File: config.mk
export PLATFORM = sky130hd
export DESIGN_NAME = as_hazard_unit
export DESIGN_NICKNAME = d
export VERILOG_FILES = /design/src/rtl/as_hazard_unit.sv
export SDC_FILE = /design/constraint.sdc
export NUM_CORES = 1
export LEC_CHECK = 0
export BUFFER_PORTS_ARGS = -buffer_cell sky130_fd_sc_hd__buf_4
export CORE_AREA = 3 3 68 70
export DETAILED_ROUTE_END_ITERATION = 7
export DIE_AREA = 0 0 71 73
export GPL_ROUTABILITY_DRIVEN = 0
export PLACE_DENSITY_LB_ADDON = 0.3
export SYNTH_ARGS = -nofsm -noshare
export SYNTH_HDL_FRONTEND = slang
export SYNTH_SLANG_ARGS = --single-unit
File: constraint.sdc
create_clock -name clk_i -period 3.3 [get_ports clk_i]
set_input_delay 0.66 -clock clk_i [delete_from_list [all_inputs] [get_ports clk_i]]
set_output_delay 0.66 -clock clk_i [all_outputs]
set_load 0.005 [all_outputs]
File: src/rtl/as_hazard_unit.sv
// Hazard unit: forwarding, load-use/branch control, memory-wait FSM with timeout.
// Optional performance counters when AS_HAZ_PERF_EN is defined.
module as_hazard_unit #(
  parameter int unsigned REG_AW  = 5,
  parameter int unsigned CNT_W   = 32,
  parameter int unsigned TIMEOUT = 255
) (
  input  logic              clk_i,
  input  logic              rst_i,
  input  logic [REG_AW-1:0] id_rs1_i,
  input  logic [REG_AW-1:0] id_rs2_i,
  input  logic [REG_AW-1:0] ex_rs1_i,
  input  logic [REG_AW-1:0] ex_rs2_i,
  input  logic [REG_AW-1:0] ex_rd_i,
  input  logic              ex_memrd_i,
  input  logic [REG_AW-1:0] mem_rd_i,
  input  logic              mem_regwr_i,
  input  logic [REG_AW-1:0] wb_rd_i,
  input  logic              wb_regwr_i,
  input  logic              mem_req_i,
  input  logic              mem_ack_i,
  input  logic              branch_i,
  output logic [1:0]        forward_a_o,
  output logic [1:0]        forward_b_o,
  output logic              stall_o,
  output logic              flush_id_o,
  output logic              flush_ex_o,
  output logic              hold_mem_o,
  output logic              timeout_o,
  input  logic              perf_clr_i,
  output logic [CNT_W-1:0]  fwd_cnt_o,
  output logic [CNT_W-1:0]  stall_cnt_o
);

  localparam int unsigned WCW =
    (TIMEOUT < 2) ? 1 : $clog2(TIMEOUT + 1);
  localparam logic [WCW-1:0] TO_VAL = WCW'(TIMEOUT);

  typedef enum logic {
    S_RUN,
    S_WAIT
  } state_e;

  state_e         state_q, state_d;
  logic [WCW-1:0] wcnt_q, wcnt_d;
  logic           timeout_q, timeout_d;
  logic           hold;
  logic           load_use;

  always_comb begin
    forward_a_o = 2'd0;
    forward_b_o = 2'd0;
    if (mem_regwr_i && mem_rd_i != '0 && mem_rd_i == ex_rs1_i)
      forward_a_o = 2'd2;
    else if (wb_regwr_i && wb_rd_i != '0 && wb_rd_i == ex_rs1_i)
      forward_a_o = 2'd1;
    if (mem_regwr_i && mem_rd_i != '0 && mem_rd_i == ex_rs2_i)
      forward_b_o = 2'd2;
    else if (wb_regwr_i && wb_rd_i != '0 && wb_rd_i == ex_rs2_i)
      forward_b_o = 2'd1;
  end

  always_comb begin
    state_d   = state_q;
    wcnt_d    = wcnt_q;
    timeout_d = timeout_q;
    hold      = 1'b0;
    unique case (state_q)
      S_RUN: begin
        if (mem_req_i && !mem_ack_i) begin
          hold    = 1'b1;
          state_d = S_WAIT;
          wcnt_d  = '0;
        end
      end
      S_WAIT: begin
        if (mem_ack_i) begin
          state_d = S_RUN;
        end else if (TIMEOUT != 0 && wcnt_q == TO_VAL) begin
          // Give up on the access; the flag stays until reset.
          state_d   = S_RUN;
          timeout_d = 1'b1;
        end else begin
          hold   = 1'b1;
          wcnt_d = wcnt_q + 1'b1;
        end
      end
      default: state_d = S_RUN;
    endcase
  end

  assign load_use = ex_memrd_i && ex_rd_i != '0 &&
                    (ex_rd_i == id_rs1_i || ex_rd_i == id_rs2_i);

  always_comb begin
    hold_mem_o = hold && !rst_i;
    flush_id_o = !rst_i && !hold && branch_i;
    flush_ex_o = !rst_i && !hold && (branch_i || load_use);
    stall_o    = !rst_i && (hold || (!branch_i && load_use));
  end

  assign timeout_o = timeout_q;

  always_ff @(posedge clk_i or posedge rst_i) begin
    if (rst_i) begin
      state_q   <= S_RUN;
      wcnt_q    <= '0;
      timeout_q <= 1'b0;
    end else begin
      state_q   <= state_d;
      wcnt_q    <= wcnt_d;
      timeout_q <= timeout_d;
    end
  end

`ifdef AS_HAZ_PERF_EN
  logic [CNT_W-1:0] fwd_cnt_q, fwd_cnt_d;
  logic [CNT_W-1:0] stall_cnt_q, stall_cnt_d;
  logic [1:0]       nfwd;
  logic [CNT_W:0]   fsum;

  always_comb begin
    nfwd = {1'b0, forward_a_o != 2'd0} +
           {1'b0, forward_b_o != 2'd0};
    fsum = {1'b0, fwd_cnt_q} + (CNT_W+1)'(nfwd);
    fwd_cnt_d   = fwd_cnt_q;
    stall_cnt_d = stall_cnt_q;
    if (perf_clr_i) begin
      fwd_cnt_d   = '0;
      stall_cnt_d = '0;
    end else if (!hold_mem_o) begin
      fwd_cnt_d = fsum[CNT_W] ? '1 : fsum[CNT_W-1:0];
      if (stall_o && stall_cnt_q != '1)
        stall_cnt_d = stall_cnt_q + 1'b1;
    end
  end

  always_ff @(posedge clk_i or posedge rst_i) begin
    if (rst_i) begin
      fwd_cnt_q   <= '0;
      stall_cnt_q <= '0;
    end else begin
      fwd_cnt_q   <= fwd_cnt_d;
      stall_cnt_q <= stall_cnt_d;
    end
  end

  assign fwd_cnt_o   = fwd_cnt_q;
  assign stall_cnt_o = stall_cnt_q;
`else
  logic unused_perf_clr;
  assign unused_perf_clr = perf_clr_i;
  assign fwd_cnt_o       = '0;
  assign stall_cnt_o     = '0;
`endif

endmodule

==> summary by stage <==
Setup path
The element type at the critical path start is a flip-flop. The required arrival time at the worst endpoint is 2640 ps. The critical path goes through ha_1, nand4_1, o21ai_0, and3_1, o21bai_1, buf_4. The worst setup path is captured at a primary output. The type of the worst setup path is flip-flop to primary output. For flop-to-flop paths, the worst setup slack is 1500 ps.

In this design, the largest share of critical-path delay is due to compound AO/OA/AOI/OAI gates. The launch instance of the worst register-to-register path is wcnt_q[0]. The arrival time at the worst endpoint is 1990 ps. Of all nets on the critical path, the largest fanout is 8. The number of buffers and inverters on the critical path is 1. The slowest stage of the critical path is the sky130_fd_sc_hd__o21ai_0 cell. The highest cell delay on the worst timing path is 460 ps.

The most critical setup path has its startpoint at wcnt_q[0].

STA
The total negative slack for setup checks is 0 ps. Of the available clock period, the critical path in the final layout requires 0.803. The final-report max-slew violation count was 0.

Setup violations remaining at the end of the flow were counted as 0. Setup repair after global routing left no endpoint under its margin. The number of failing hold endpoints at the final stage came to 0. Based on the critical path, the design can be clocked at up to 0.377 GHz.

Measured against its own limit, the worst slew margin works out to 0.640. At the pin with the least slew margin, the transition time is 535 ps. The post-route clock skew is 2.27 ps. The shortest period the worst path allows is 2650 ps.

Logic synthesis
The area share of the largest cell type after synthesis is 0.336. The share of async-settable or async-resettable flops after synthesis is 1.00. The simple-gate portion of the synthesized area is 0.156. The number of instances in the synthesized netlist is 177. The xor/xnor share of the synthesized area is 0.184. Of all cell types, the one taking the most synthesized area is sky130_fd_sc_hd__buf_4. The cell area after synthesis is 1430 um2. Yosys attributes the largest share of cell area to sky130_fd_sc_hd__buf_4, sky130_fd_sc_hd__dfrtp_1, sky130_fd_sc_hd__xor2_1. The share of synthesized area occupied by flip-flops and latches is 0.175.

Of the total synthesized cell area, the portion taken by full adders, half adders and majority gates is 0.00876. The number of warnings issued by yosys is 0. The compound-cell area share of the yosys netlist is 0.113.

Among all flip-flop cells after synthesis, the most frequent one is sky130_fd_sc_hd__dfrtp_1. The fraction of synthesized area in multiplexers is 0.00701. The number of synthesized flops with an enable pin is 0. Synthesis instantiated 35 different standard cells from the library.

A synthesized cell averages 8.07 um2. The synthesized design contains 10 register bits. The largest family of logic cells by synthesized area is buffers and inverters.

Route
The violation count after the first detailed-routing iteration is 13. After detailed routing, the number of remaining DRC violations is 0. The wire length reported by the detailed router is 2890 um.

In the final routed layout, each cell accounts on average for 10.4 um. The post-detailed-route via-to-cell ratio is 4.14. The number of nets with antenna violations after routing is 0. For this block, the via count after detailed routing is 1150. The first detailed-routing pass ran for 4 iterations.

Floorplanning
The total die area is 5180 um2. The floorplan step set the die width to 71 um. The die is 73 um tall.

After floorplanning, the core was divided into 23 placement rows. In this run the standard cell core region covers 4030 um2. 117 I/O pins were placed.

The initial utilization of the core area, before any placement, comes to 0.355.

Clocking
The level count of the clock H-tree is 1. Hold repair after CTS inserted 0 buffers. Buffers added to address setup during post-CTS repair amount to 0.

TritonCTS built the clock tree. Counting along the longest clock path gives a buffer depth of 2. The clock transition at the register clock pins on the worst setup and hold paths after CTS is 50 ps. For the worst-skew pair, the clock arrives at the later sink with an insertion delay of 230 ps. The number of clock buffers added by TritonCTS is 3.

CTS saw 10 sinks. The number of gates given a new drive strength after cts is 0. The cell at the root of the clock tree is sky130_fd_sc_hd__clkbuf_8.

Pwr
The static power due to leakage is 0.854 nW. The share of total power dissipated in combinational logic is 0.346. The internal cell power is 0.275 mW. The worst IR drop on VDD is 0.000154 V. In this run the power density over the cells is 238 nW/um2. The proportion of power drawn by the clock network is 0.314.

Of the total power, the share spent switching nets is 0.306. The sequential group share of total power is 0.340. The power dissipated by switching net loads is 0.121 mW.

Worst hold path
The worst hold-check path type is primary input to asynchronous set/reset pin.

Global routing
Entering global routing, the biggest net connects 13 pins. The via count of the first global-routing pass is 1010. The total global-route track usage is 0.107.

The initial antenna violation count was 0. The global-route wire length before repair is 4460 um. The total overflow left after global routing is 0.

Finish
The area growth from synthesis to layout is 16.8%. The most common library cell in the layout ignoring fill and taps is sky130_fd_sc_hd__conb_1. The final layout net count is 275. In the layout the commonest cells are sky130_fd_sc_hd__conb_1, sky130_fd_sc_hd__buf_4, sky130_fd_sc_hd__xor2_1. The layout has 436 filler cells. For this run, the share of the core covered by cells in the final layout is 0.414. Of the cells placed in the final design, the portion with a size suffix greater than 1 is 0.263. The number of antenna diodes in the final layout is 0.

Run status
The flow ran to the end, and the final reports show no timing, DRC or antenna violations.

Flow run
The count of max-cap constraint violations is 0.

Placed design
The number of I/O port buffers is 51. The HPWL after detailed placement is 2560 um.
flip-flops by register name, indices dropped and copies added (netlist names):
signal and cells:
wcnt_q 8, timeout_o 1, state_q 1
layer usage:
metal	global-route usage	share of wire
met3	0.0331	0.15
met1	0.120	0.36
met2	0.184	0.48
met4	0.0501	0.015
met5	0	0
layout make-up:
class / instances / area (um2) / share of cell area
Timing Repair Buffer: 53 / 398 / 0.238
Inverter: 2 / 7.51 / 0.00450
Tap cell: 50 / 62.6 / 0.0375
Sequential cell: 10 / 250 / 0.150
Multi-Input combinational cell: 160 / 910 / 0.545
Clock buffer: 3 / 41.3 / 0.0247
per-stage QoR:
step                setup WS, ps  cell area [um2]  instances  hold slack [ps]  power (mW)
floorplan                    940             1670        240              451       0.260
global placement             671             1630        275              442       0.272
detailed placement           663             1630        275              451       0.274
CTS                          650             1670        278              427       0.403
global route                 395             1670        278              442       0.430
finish                       648             1670        278              423       0.397
worst reg2reg max path, stage by stage (launching register included):
cell	delay, ps
sky130_fd_sc_hd__dfrtp_1	380
sky130_fd_sc_hd__ha_1	320
sky130_fd_sc_hd__nand4_1	120
sky130_fd_sc_hd__o21ai_0	460
sky130_fd_sc_hd__buf_4	260
sky130_fd_sc_hd__o21ai_0	100
sky130_fd_sc_hd__o41ai_1	60
kinds of logic (layout without fill, tap and decap cells):
logic type,Yosys count,count (layout)
other,1,64
DFF,10,10
adders and majority gates,1,1
AOI/OAI and AO/OA,25,25
buffers and inverters,70,58
muxes,1,1
and+or+nand+nor,39,39
xor gates and xnor gates,30,30
cells in the mapped netlist (2+ instances only):
cell type and instances:
sky130_fd_sc_hd__a21oi_1 3, sky130_fd_sc_hd__and2_1 2, sky130_fd_sc_hd__and3_1 2, sky130_fd_sc_hd__buf_2 2
sky130_fd_sc_hd__buf_4 64, sky130_fd_sc_hd__clkbuf_1 2, sky130_fd_sc_hd__dfrtp_1 10, sky130_fd_sc_hd__inv_1 2
sky130_fd_sc_hd__nand2_1 7, sky130_fd_sc_hd__nand3_1 6, sky130_fd_sc_hd__nand4_1 3, sky130_fd_sc_hd__nor2_1 5
sky130_fd_sc_hd__nor2b_1 2, sky130_fd_sc_hd__nor3_1 2, sky130_fd_sc_hd__nor4_1 2, sky130_fd_sc_hd__nor4_2 2
sky130_fd_sc_hd__o21ai_0 9, sky130_fd_sc_hd__o31ai_1 3, sky130_fd_sc_hd__or4_1 5, sky130_fd_sc_hd__xnor2_1 6
sky130_fd_sc_hd__xor2_1 24
power by group through the flow:
stage	combinational (mW)	clock (mW)	sequential, mW
4_1_cts	0.137	0.130	0.135
3_5_place_dp	0.137	0	0.137
6_report	0.137	0.125	0.135
3_3_place_gp	0.136	0	0.137
5_1_grt	0.156	0.137	0.136
2_1_floorplan	0.127	0	0.133
path summary, 6_finish.rpt:
path,to,depth (start not counted)
worst max-delay path,flush_ex_o,6
worst min-delay path,wcnt_q[7],3
worst max register to register,wcnt_q[5],6
worst min register to register,timeout_o,1
max in group asynchronous,state_q,3
min in group clk_i,timeout_o,1
Note: power is estimated with default switching activity, not from simulation.
